$ cat config.mk
export PLATFORM = sky130hd
export DESIGN_NAME = hamming_scrub_ctrl_flat
export DESIGN_NICKNAME = d
export VERILOG_FILES = /design/src/rtl/hamming_pkg.sv /design/src/rtl/hamming_scrub_ctrl_if.sv /design/src/rtl/hamming_secded_dec.sv /design/src/rtl/hamming_scrub_ctrl.sv /design/src/flat_wrapper.sv
export SDC_FILE = /design/constraint.sdc
export NUM_CORES = 1
export LEC_CHECK = 0
export BUFFER_PORTS_ARGS = -buffer_cell sky130_fd_sc_hd__clkbuf_2
export CAP_MARGIN = 5
export CORE_ASPECT_RATIO = 0.6
export CORE_UTILIZATION = 50
export CTS_CLUSTER_DIAMETER = 40
export DETAILED_ROUTE_END_ITERATION = 10
export PLACE_DENSITY = 0.72
export SYNTH_ARGS = -nofsm -noshare
export SYNTH_HDL_FRONTEND = slang
export SYNTH_SLANG_ARGS = --single-unit
$ cat constraint.sdc
create_clock -name clk -period 10.1 [get_ports clk]
set_input_delay 1.01 -clock clk [delete_from_list [all_inputs] [get_ports clk]]
set_output_delay 1.01 -clock clk [all_outputs]
set_load 0.005 [all_outputs]
$ cat src/rtl/hamming_pkg.sv
// rtl/hamming_pkg.sv - shared widths, FSM states, error codes and SECDED encoder
package hamming_pkg;

  localparam int DW = 11;
  localparam int CW = 16;
  localparam int AW = 4;

  localparam logic [1:0] ERR_NONE   = 2'b00;
  localparam logic [1:0] ERR_CORR   = 2'b01;
  localparam logic [1:0] ERR_UNCORR = 2'b10;

  typedef enum logic [2:0] {
    IDLE,
    HOST_WR,
    HOST_RD,
    SCRUB_RD,
    WRITEBACK
  } state_t;

  // Extended Hamming (16,11): data in non-power-of-two positions, bit 0 is overall parity.
  function automatic logic [CW-1:0] encode(input logic [DW-1:0] d);
    logic [CW-1:0] c;
    c        = '0;
    c[3]     = d[0];
    c[7:5]   = d[3:1];
    c[15:9]  = d[10:4];
    c[1]     = ^{c[3], c[5], c[7], c[9], c[11], c[13], c[15]};
    c[2]     = ^{c[3], c[6], c[7], c[10], c[11], c[14], c[15]};
    c[4]     = ^{c[7:5], c[15:12]};
    c[8]     = ^c[15:9];
    c[0]     = ^c[15:1];
    return c;
  endfunction

  // Pull the 11 data bits back out of a codeword.
  function automatic logic [DW-1:0] extract(input logic [CW-1:0] c);
    return {c[15:9], c[7:5], c[3]};
  endfunction

endpackage

$ cat src/rtl/hamming_scrub_ctrl_if.sv
// rtl/hamming_scrub_ctrl_if.sv - host request/response bundle for the scrub controller
interface hamming_scrub_ctrl_if;
  import hamming_pkg::*;

  logic          wr_req;
  logic [AW-1:0] wr_addr;
  logic [DW-1:0] wr_data;
  logic [CW-1:0] inject_mask;
  logic          rd_req;
  logic [AW-1:0] rd_addr;
  logic          scrub_en;
  logic          host_ready;
  logic          rd_valid;
  logic [DW-1:0] rd_data;
  logic [1:0]    rd_err;
  logic [7:0]    corr_count;
  logic [7:0]    uncorr_count;

  modport master (
    output wr_req, wr_addr, wr_data, inject_mask, rd_req, rd_addr, scrub_en,
    input  host_ready, rd_valid, rd_data, rd_err, corr_count, uncorr_count
  );

  modport slave (
    input  wr_req, wr_addr, wr_data, inject_mask, rd_req, rd_addr, scrub_en,
    output host_ready, rd_valid, rd_data, rd_err, corr_count, uncorr_count
  );

endinterface

$ cat src/rtl/hamming_secded_dec.sv
// rtl/hamming_secded_dec.sv - combinational SECDED decode and single-bit correction
module hamming_secded_dec
  import hamming_pkg::*;
(
  input  logic [CW-1:0] code,
  output logic [DW-1:0] data,
  output logic [CW-1:0] corrected,
  output logic [1:0]    err
);

  logic [3:0] syn;
  logic       parity_bad;

  // Syndrome is the XOR of indices of all set bits; overall parity separates single from double errors.
  always_comb begin
    syn        = '0;
    parity_bad = ^code;
    corrected  = code;
    err        = ERR_NONE;
    for (int i = 1; i < CW; i++) begin
      if (code[i]) syn = syn ^ 4'(i);
    end
    if (parity_bad) begin
      corrected[syn] = ~code[syn];
      err            = ERR_CORR;
    end else if (syn != 4'd0) begin
      err = ERR_UNCORR;
    end
    data = extract(corrected);
  end

endmodule

$ cat src/rtl/hamming_scrub_ctrl.sv
// rtl/hamming_scrub_ctrl.sv - SECDED-protected 16-entry store with host access and background scrub
module hamming_scrub_ctrl
  import hamming_pkg::*;
#(
  parameter int SCRUB_INTERVAL = 1024,
  parameter int DEPTH          = 16
) (
  input  logic                 clk,
  input  logic                 rst,
  hamming_scrub_ctrl_if.slave  bus
);

  localparam int TW = (SCRUB_INTERVAL > 1) ? $clog2(SCRUB_INTERVAL) : 1;

  state_t        state, next_state;
  logic [CW-1:0] mem [DEPTH];
  logic [AW-1:0] op_addr;
  logic [CW-1:0] op_code;
  logic [AW-1:0] scrub_ptr;
  logic [TW-1:0] timer;
  logic          scrub_pending;
  logic [DW-1:0] dec_data;
  logic [CW-1:0] dec_code;
  logic [1:0]    dec_err;
  logic          enter_scrub;
  logic          timer_fire;

  hamming_secded_dec u_dec (
    .code      (mem[op_addr]),
    .data      (dec_data),
    .corrected (dec_code),
    .err       (dec_err)
  );

  assign bus.host_ready = (state == IDLE);
  assign enter_scrub    = (state == IDLE) && (next_state == SCRUB_RD);
  assign timer_fire     = bus.scrub_en && (timer == TW'(SCRUB_INTERVAL - 1));

  // State register.
  always_ff @(posedge clk or posedge rst) begin
    if (rst) state <= IDLE;
    else     state <= next_state;
  end

  // Next-state: writes beat reads beat scrubs; only corrected reads need a writeback.
  always_comb begin
    next_state = state;
    case (state)
      IDLE: begin
        if (bus.wr_req)         next_state = HOST_WR;
        else if (bus.rd_req)    next_state = HOST_RD;
        else if (scrub_pending) next_state = SCRUB_RD;
      end
      HOST_WR:             next_state = IDLE;
      HOST_RD, SCRUB_RD:   next_state = (dec_err == ERR_CORR) ? WRITEBACK : IDLE;
      WRITEBACK:           next_state = IDLE;
      default:             next_state = IDLE;
    endcase
  end

  // Operand capture at acceptance and array updates; the array only changes in HOST_WR or WRITEBACK.
  always_ff @(posedge clk or posedge rst) begin
    if (rst) begin
      for (int i = 0; i < DEPTH; i++) mem[i] <= '0;
      op_addr <= '0;
      op_code <= '0;
    end else begin
      if (state == IDLE) begin
        if (bus.wr_req) begin
          op_addr <= bus.wr_addr;
          op_code <= encode(bus.wr_data) ^ bus.inject_mask;
        end else if (bus.rd_req) begin
          op_addr <= bus.rd_addr;
        end else if (scrub_pending) begin
          op_addr <= scrub_ptr;
        end
      end
      if (state == HOST_WR)   mem[op_addr] <= op_code;
      if (state == WRITEBACK) mem[op_addr] <= dec_code;
    end
  end

  // Scrub interval timer, pending flag and address pointer.
  always_ff @(posedge clk or posedge rst) begin
    if (rst) begin
      timer         <= '0;
      scrub_pending <= 1'b0;
      scrub_ptr     <= '0;
    end else begin
      if (bus.scrub_en) timer <= timer_fire ? '0 : timer + 1'b1;
      if (enter_scrub)     scrub_pending <= 1'b0;
      else if (timer_fire) scrub_pending <= 1'b1;
      if (state == SCRUB_RD) scrub_ptr <= scrub_ptr + 1'b1;
    end
  end

  // Host read response strobe and saturating error counters.
  always_ff @(posedge clk or posedge rst) begin
    if (rst) begin
      bus.rd_valid     <= 1'b0;
      bus.rd_data      <= '0;
      bus.rd_err       <= ERR_NONE;
      bus.corr_count   <= '0;
      bus.uncorr_count <= '0;
    end else begin
      bus.rd_valid <= (state == HOST_RD);
      if (state == HOST_RD) begin
        bus.rd_data <= dec_data;
        bus.rd_err  <= dec_err;
      end
      if (state == HOST_RD || state == SCRUB_RD) begin
        if (dec_err == ERR_CORR && bus.corr_count != 8'hFF)
          bus.corr_count <= bus.corr_count + 1'b1;
        if (dec_err == ERR_UNCORR && bus.uncorr_count != 8'hFF)
          bus.uncorr_count <= bus.uncorr_count + 1'b1;
      end
    end
  end

endmodule

$ cat src/flat_wrapper.sv
// flat-port wrapper written by rule: the top's interface ports become plain ports
module hamming_scrub_ctrl_flat import hamming_pkg::*;
#(
  parameter int SCRUB_INTERVAL = 1024,
  parameter int DEPTH          = 16
)
  (clk, rst, bus_wr_req, bus_wr_addr, bus_wr_data, bus_inject_mask, bus_rd_req, bus_rd_addr, bus_scrub_en, bus_host_ready, bus_rd_valid, bus_rd_data, bus_rd_err, bus_corr_count, bus_uncorr_count);
  hamming_scrub_ctrl_if bus_i ();
  input  logic clk;
  input  logic rst;
  input wire logic [$bits(bus_i.wr_req)-1:0] bus_wr_req;
  input wire logic [$bits(bus_i.wr_addr)-1:0] bus_wr_addr;
  input wire logic [$bits(bus_i.wr_data)-1:0] bus_wr_data;
  input wire logic [$bits(bus_i.inject_mask)-1:0] bus_inject_mask;
  input wire logic [$bits(bus_i.rd_req)-1:0] bus_rd_req;
  input wire logic [$bits(bus_i.rd_addr)-1:0] bus_rd_addr;
  input wire logic [$bits(bus_i.scrub_en)-1:0] bus_scrub_en;
  output wire logic [$bits(bus_i.host_ready)-1:0] bus_host_ready;
  output wire logic [$bits(bus_i.rd_valid)-1:0] bus_rd_valid;
  output wire logic [$bits(bus_i.rd_data)-1:0] bus_rd_data;
  output wire logic [$bits(bus_i.rd_err)-1:0] bus_rd_err;
  output wire logic [$bits(bus_i.corr_count)-1:0] bus_corr_count;
  output wire logic [$bits(bus_i.uncorr_count)-1:0] bus_uncorr_count;
  assign bus_i.wr_req = bus_wr_req;
  assign bus_i.wr_addr = bus_wr_addr;
  assign bus_i.wr_data = bus_wr_data;
  assign bus_i.inject_mask = bus_inject_mask;
  assign bus_i.rd_req = bus_rd_req;
  assign bus_i.rd_addr = bus_rd_addr;
  assign bus_i.scrub_en = bus_scrub_en;
  assign bus_host_ready = bus_i.host_ready;
  assign bus_rd_valid = bus_i.rd_valid;
  assign bus_rd_data = bus_i.rd_data;
  assign bus_rd_err = bus_i.rd_err;
  assign bus_corr_count = bus_i.corr_count;
  assign bus_uncorr_count = bus_i.uncorr_count;
  hamming_scrub_ctrl #(.SCRUB_INTERVAL(SCRUB_INTERVAL), .DEPTH(DEPTH)) u_core (.clk(clk), .rst(rst), .bus(bus_i));
endmodule
==> metrics.json <==
{
  "synth": {
    "postSynthAreaPerCell_um2": 10.7,
    "synth.mux.area_fraction_pct": 20.0,
    "synthCells": 1677,
    "post_synth_instance_area_um2": 18000,
    "post_synth_and_or_nand_nor_area_fraction_pct": 11.0,
    "synth-warning-count": 0,
    "ranking_of_synthesized_cells_by_area": "dfrtp_1 45%, mux4_2 8.5%, mux2_2 5.8%",
    "post_synth_fa_ha_maj_area_fraction_pct": 0.279,
    "synthDominantAreaCellType": "dfrtp_1",
    "share_of_the_synthesized_area_in_compound_gates_ao_oa_aoi_oai_pct": 13.3,
    "synth-async-reset-ratio_pct": 100,
    "yosys.area.top_type_share_pct": 45.1,
    "ys_dominant_reg_cell": "dfrtp_1",
    "ys_ff_latch": 324,
    "synth_xor_xnor_area_share_pct": 6.60,
    "edff_count_synth": 0,
    "yosys.cell_types.count": 60,
    "seq_area_frac_synth_pct": 45.1,
    "net_count_after_synthesis": 1721,
    "synth_top_family_by_area": "multiplexers"
  },
  "global_route": {
    "pin_count_of_the_biggest_net_entering_global_routing": 130,
    "grt_usage_pct": 29.1,
    "grt_pass1_vias": 13316,
    "grt_antenna_before_repair": 0,
    "remaining_global_route_overflow": 0,
    "global_route_wire_length_before_repair_um": 80300
  },
  "worst_hold_path": {
    "worstHoldPathType": "register to register",
    "worstHoldPathCells": 1
  },
  "clock_tree": {
    "cts.path.max_buffers": 3,
    "post_cts_buffers": 0,
    "clk_root_buffer_cell": "clkbuf_16",
    "cts_stage_hold_buffer_count": 0,
    "cts-buffers-inserted": 37,
    "cts.repair.resized": 0,
    "worstSkewPairLatency_ns": 0.55,
    "clk_pin_slew_worst_paths_ns": 0.06,
    "cts.sinks": 324,
    "tritoncts": "done",
    "cts_max_level": 2
  },
  "finish": {
    "drive_above_1_share_pct": 23.2,
    "layout.cells.most_common": "dfrtp_1",
    "n_fill_cell": 2919,
    "fin_util_pct": 56.5,
    "layoutNonFillerInstCount": 2176,
    "final_nets": 1726,
    "layout.cells.most_common_list": "322 x dfrtp_1, 177 x nand2_1, 147 x a21oi_1",
    "synthToLayoutAreaGrowth_pct": 10.7,
    "ant_diodes": 0
  },
  "sta": {
    "final-max-slew-violation-count": 0,
    "setup_tns_ns": 0,
    "fin_crit_ns": 5.67,
    "clock-skew-final_ns": 0.0349,
    "setup_violations": 0,
    "final.period_utilization_pct": 56.2,
    "timing.slew.headroom_pct": 13.1,
    "hold_viol": 0,
    "post-route-worst-setup-slack_ns": 4.43,
    "fmaxAchievable_mhz": 176,
    "grt_setup_unrepaired": "no",
    "max_slew.worst_pin.slew_ns": 1.30
  },
  "routing": {
    "firstDrtPassIters": 8,
    "drt_drc_violations_left": 2,
    "vias": 13521,
    "wirelength_um": 51900,
    "first_iter_violations": 1578,
    "vias_per_cell": 6.21,
    "routed_wire_length_per_instance_um": 23.9,
    "antenna_left": 0
  },
  "die": {
    "initial_core_utilization_pct": 51.0,
    "die_area_um2": 36700,
    "ioPinCount": 71,
    "die-width_um": 247,
    "floorplan.die.height_um": 149,
    "fp.coreArea_um2": 35200,
    "num_rows": 53
  },
  "outcome": {
    "failing_checks": "DRC",
    "outcome": "finished, violations left"
  },
  "setup_path": {
    "cp_max_stage_delay_ns": 0.95,
    "r2r.worst_path.cells": 11,
    "worst_ep_arrival_time_ns": 6.03,
    "worst_setup_path_start_kind": "register",
    "worst_ep_required_time_ns": 10.46,
    "path_max_fanout": 44,
    "cell_breakdown_of_the_critical_path": "buf_4, mux4_2, a22oi_1, nand2_1, xor2_1, xnor2_2, or3b_4, a211oi_2, nand2_1, xor2_1, o21ai_0",
    "worstSetupPathType": "register to register",
    "critical_path_cell_with_the_highest_stage_delay": "xor2_1",
    "critical_path.endpoint_type": "register",
    "timing.reg2reg.setup_slack_ns": 4.43
  },
  "flow_run": {
    "drv.max_cap_violation_count": 0
  },
  "placed_design": {
    "post-place-cells": 2110,
    "pre_cts_slack_ns": 4.52,
    "gp_congestion": 0.934,
    "hpwl_um": 32800,
    "port_buffers": 70
  }
}
==> area by class of cell <==
class / instances / area, µm² / share of cell area [%]
multi-input cells: 1204 / 9250 / 46.5
repair buffers: 112 / 666 / 3.35
flip-flops and latches: 324 / 8110 / 40.8
clock inverters: 15 / 175 / 0.881
well taps: 467 / 584 / 2.94
clock buffers: 51 / 1080 / 5.43
inverters: 3 / 18.8 / 0.0944
==> worst max-delay path: cells and delay by family (launching register included) <==
family / cells / cell delay [ns]
muxes: 1 / 0.61
buffers and inverters: 1 / 0.80
and+or+nand+nor: 3 / 0.76
xor gates and xnor gates: 3 / 1.61
DFF: 1 / 0.80
AOI/OAI and AO/OA: 3 / 0.84
==> synth_stat cells, types with 20 or more instances <==
| cell | instances |
|---|---|
| nand2_1 | 177 |
| mux2_2 | 93 |
| o21ai_0 | 57 |
| xor2_1 | 20 |
| buf_2 | 26 |
| nor2b_1 | 85 |
| mux2i_1 | 101 |
| clkbuf_1 | 102 |
| dfrtp_1 | 324 |
| a22oi_1 | 20 |
| o21ai_1 | 78 |
| a211oi_1 | 81 |
| mux4_2 | 68 |
| nor2_1 | 108 |
| a21oi_1 | 147 |
| xnor2_1 | 56 |
==> registers in the layout, summed over array words and instances (netlist names) <==
signal,cells
u_core.mem,256
u_core.op_code,16
u_core.bus.rd_data,11
u_core.timer,10
u_core.bus.corr_count,8
u_core.bus.uncorr_count,8
u_core.op_addr,4
u_core.scrub_ptr,4
u_core.state,3
u_core.bus.rd_err,2
u_core.bus.rd_valid,1
u_core.scrub_pending,1
==> per-layer routing <==
metal / part of all wire, % / vias up / wire length [µm] / GRT usage [%]
met1: 43 / 6744 / 22400 / 41.5
met2: 43 / 687 / 22100 / 41.8
met4: 2.5 / 0 / 1290 / 8.55
met3: 12 / 108 / 6050 / 10.0
met5: 0 / - / 0 / 0
li1: - / 5982 / - / -
==> kinds of logic (layout without fill, tap and decap cells) <==
group           after synthesis  in the layout
simple gates                428            428
compound gates              406            406
flops                       324            324
mux                         263            263
buf+inv                     149            181
xor+xnor                    103            103
fa+ha+maj                     4              4
==> path summary, 6_finish.rpt <==
kind | from | to
worst max-delay path | u_core.op_addr[0]$_DFFE_PP0P_ | u_core.mem[157]$_DFF_PP0_
worst min-delay path | u_core.timer[8]$_DFFE_PP0P_ | u_core.timer[8]$_DFFE_PP0P_
worst max register to register | u_core.op_addr[0]$_DFFE_PP0P_ | u_core.mem[157]$_DFF_PP0_
worst min register to register | u_core.timer[8]$_DFFE_PP0P_ | u_core.timer[8]$_DFFE_PP0P_
max in group asynchronous | rst | u_core.mem[206]$_DFF_PP0_
min in group asynchronous | rst | u_core.mem[211]$_DFF_PP0_
==> through the flow <==
step	instance area, µm²	hold WS (ns)
final	19900	0.466
after floorplan	18000	0.438
after global routing	19900	0.480
after global placement	18600	0.459
after detailed placement	18600	0.462
after CTS	19900	0.473
Power is not shown: default switching activity piles up to over one toggle a cycle in this logic, so the estimate is an artifact.
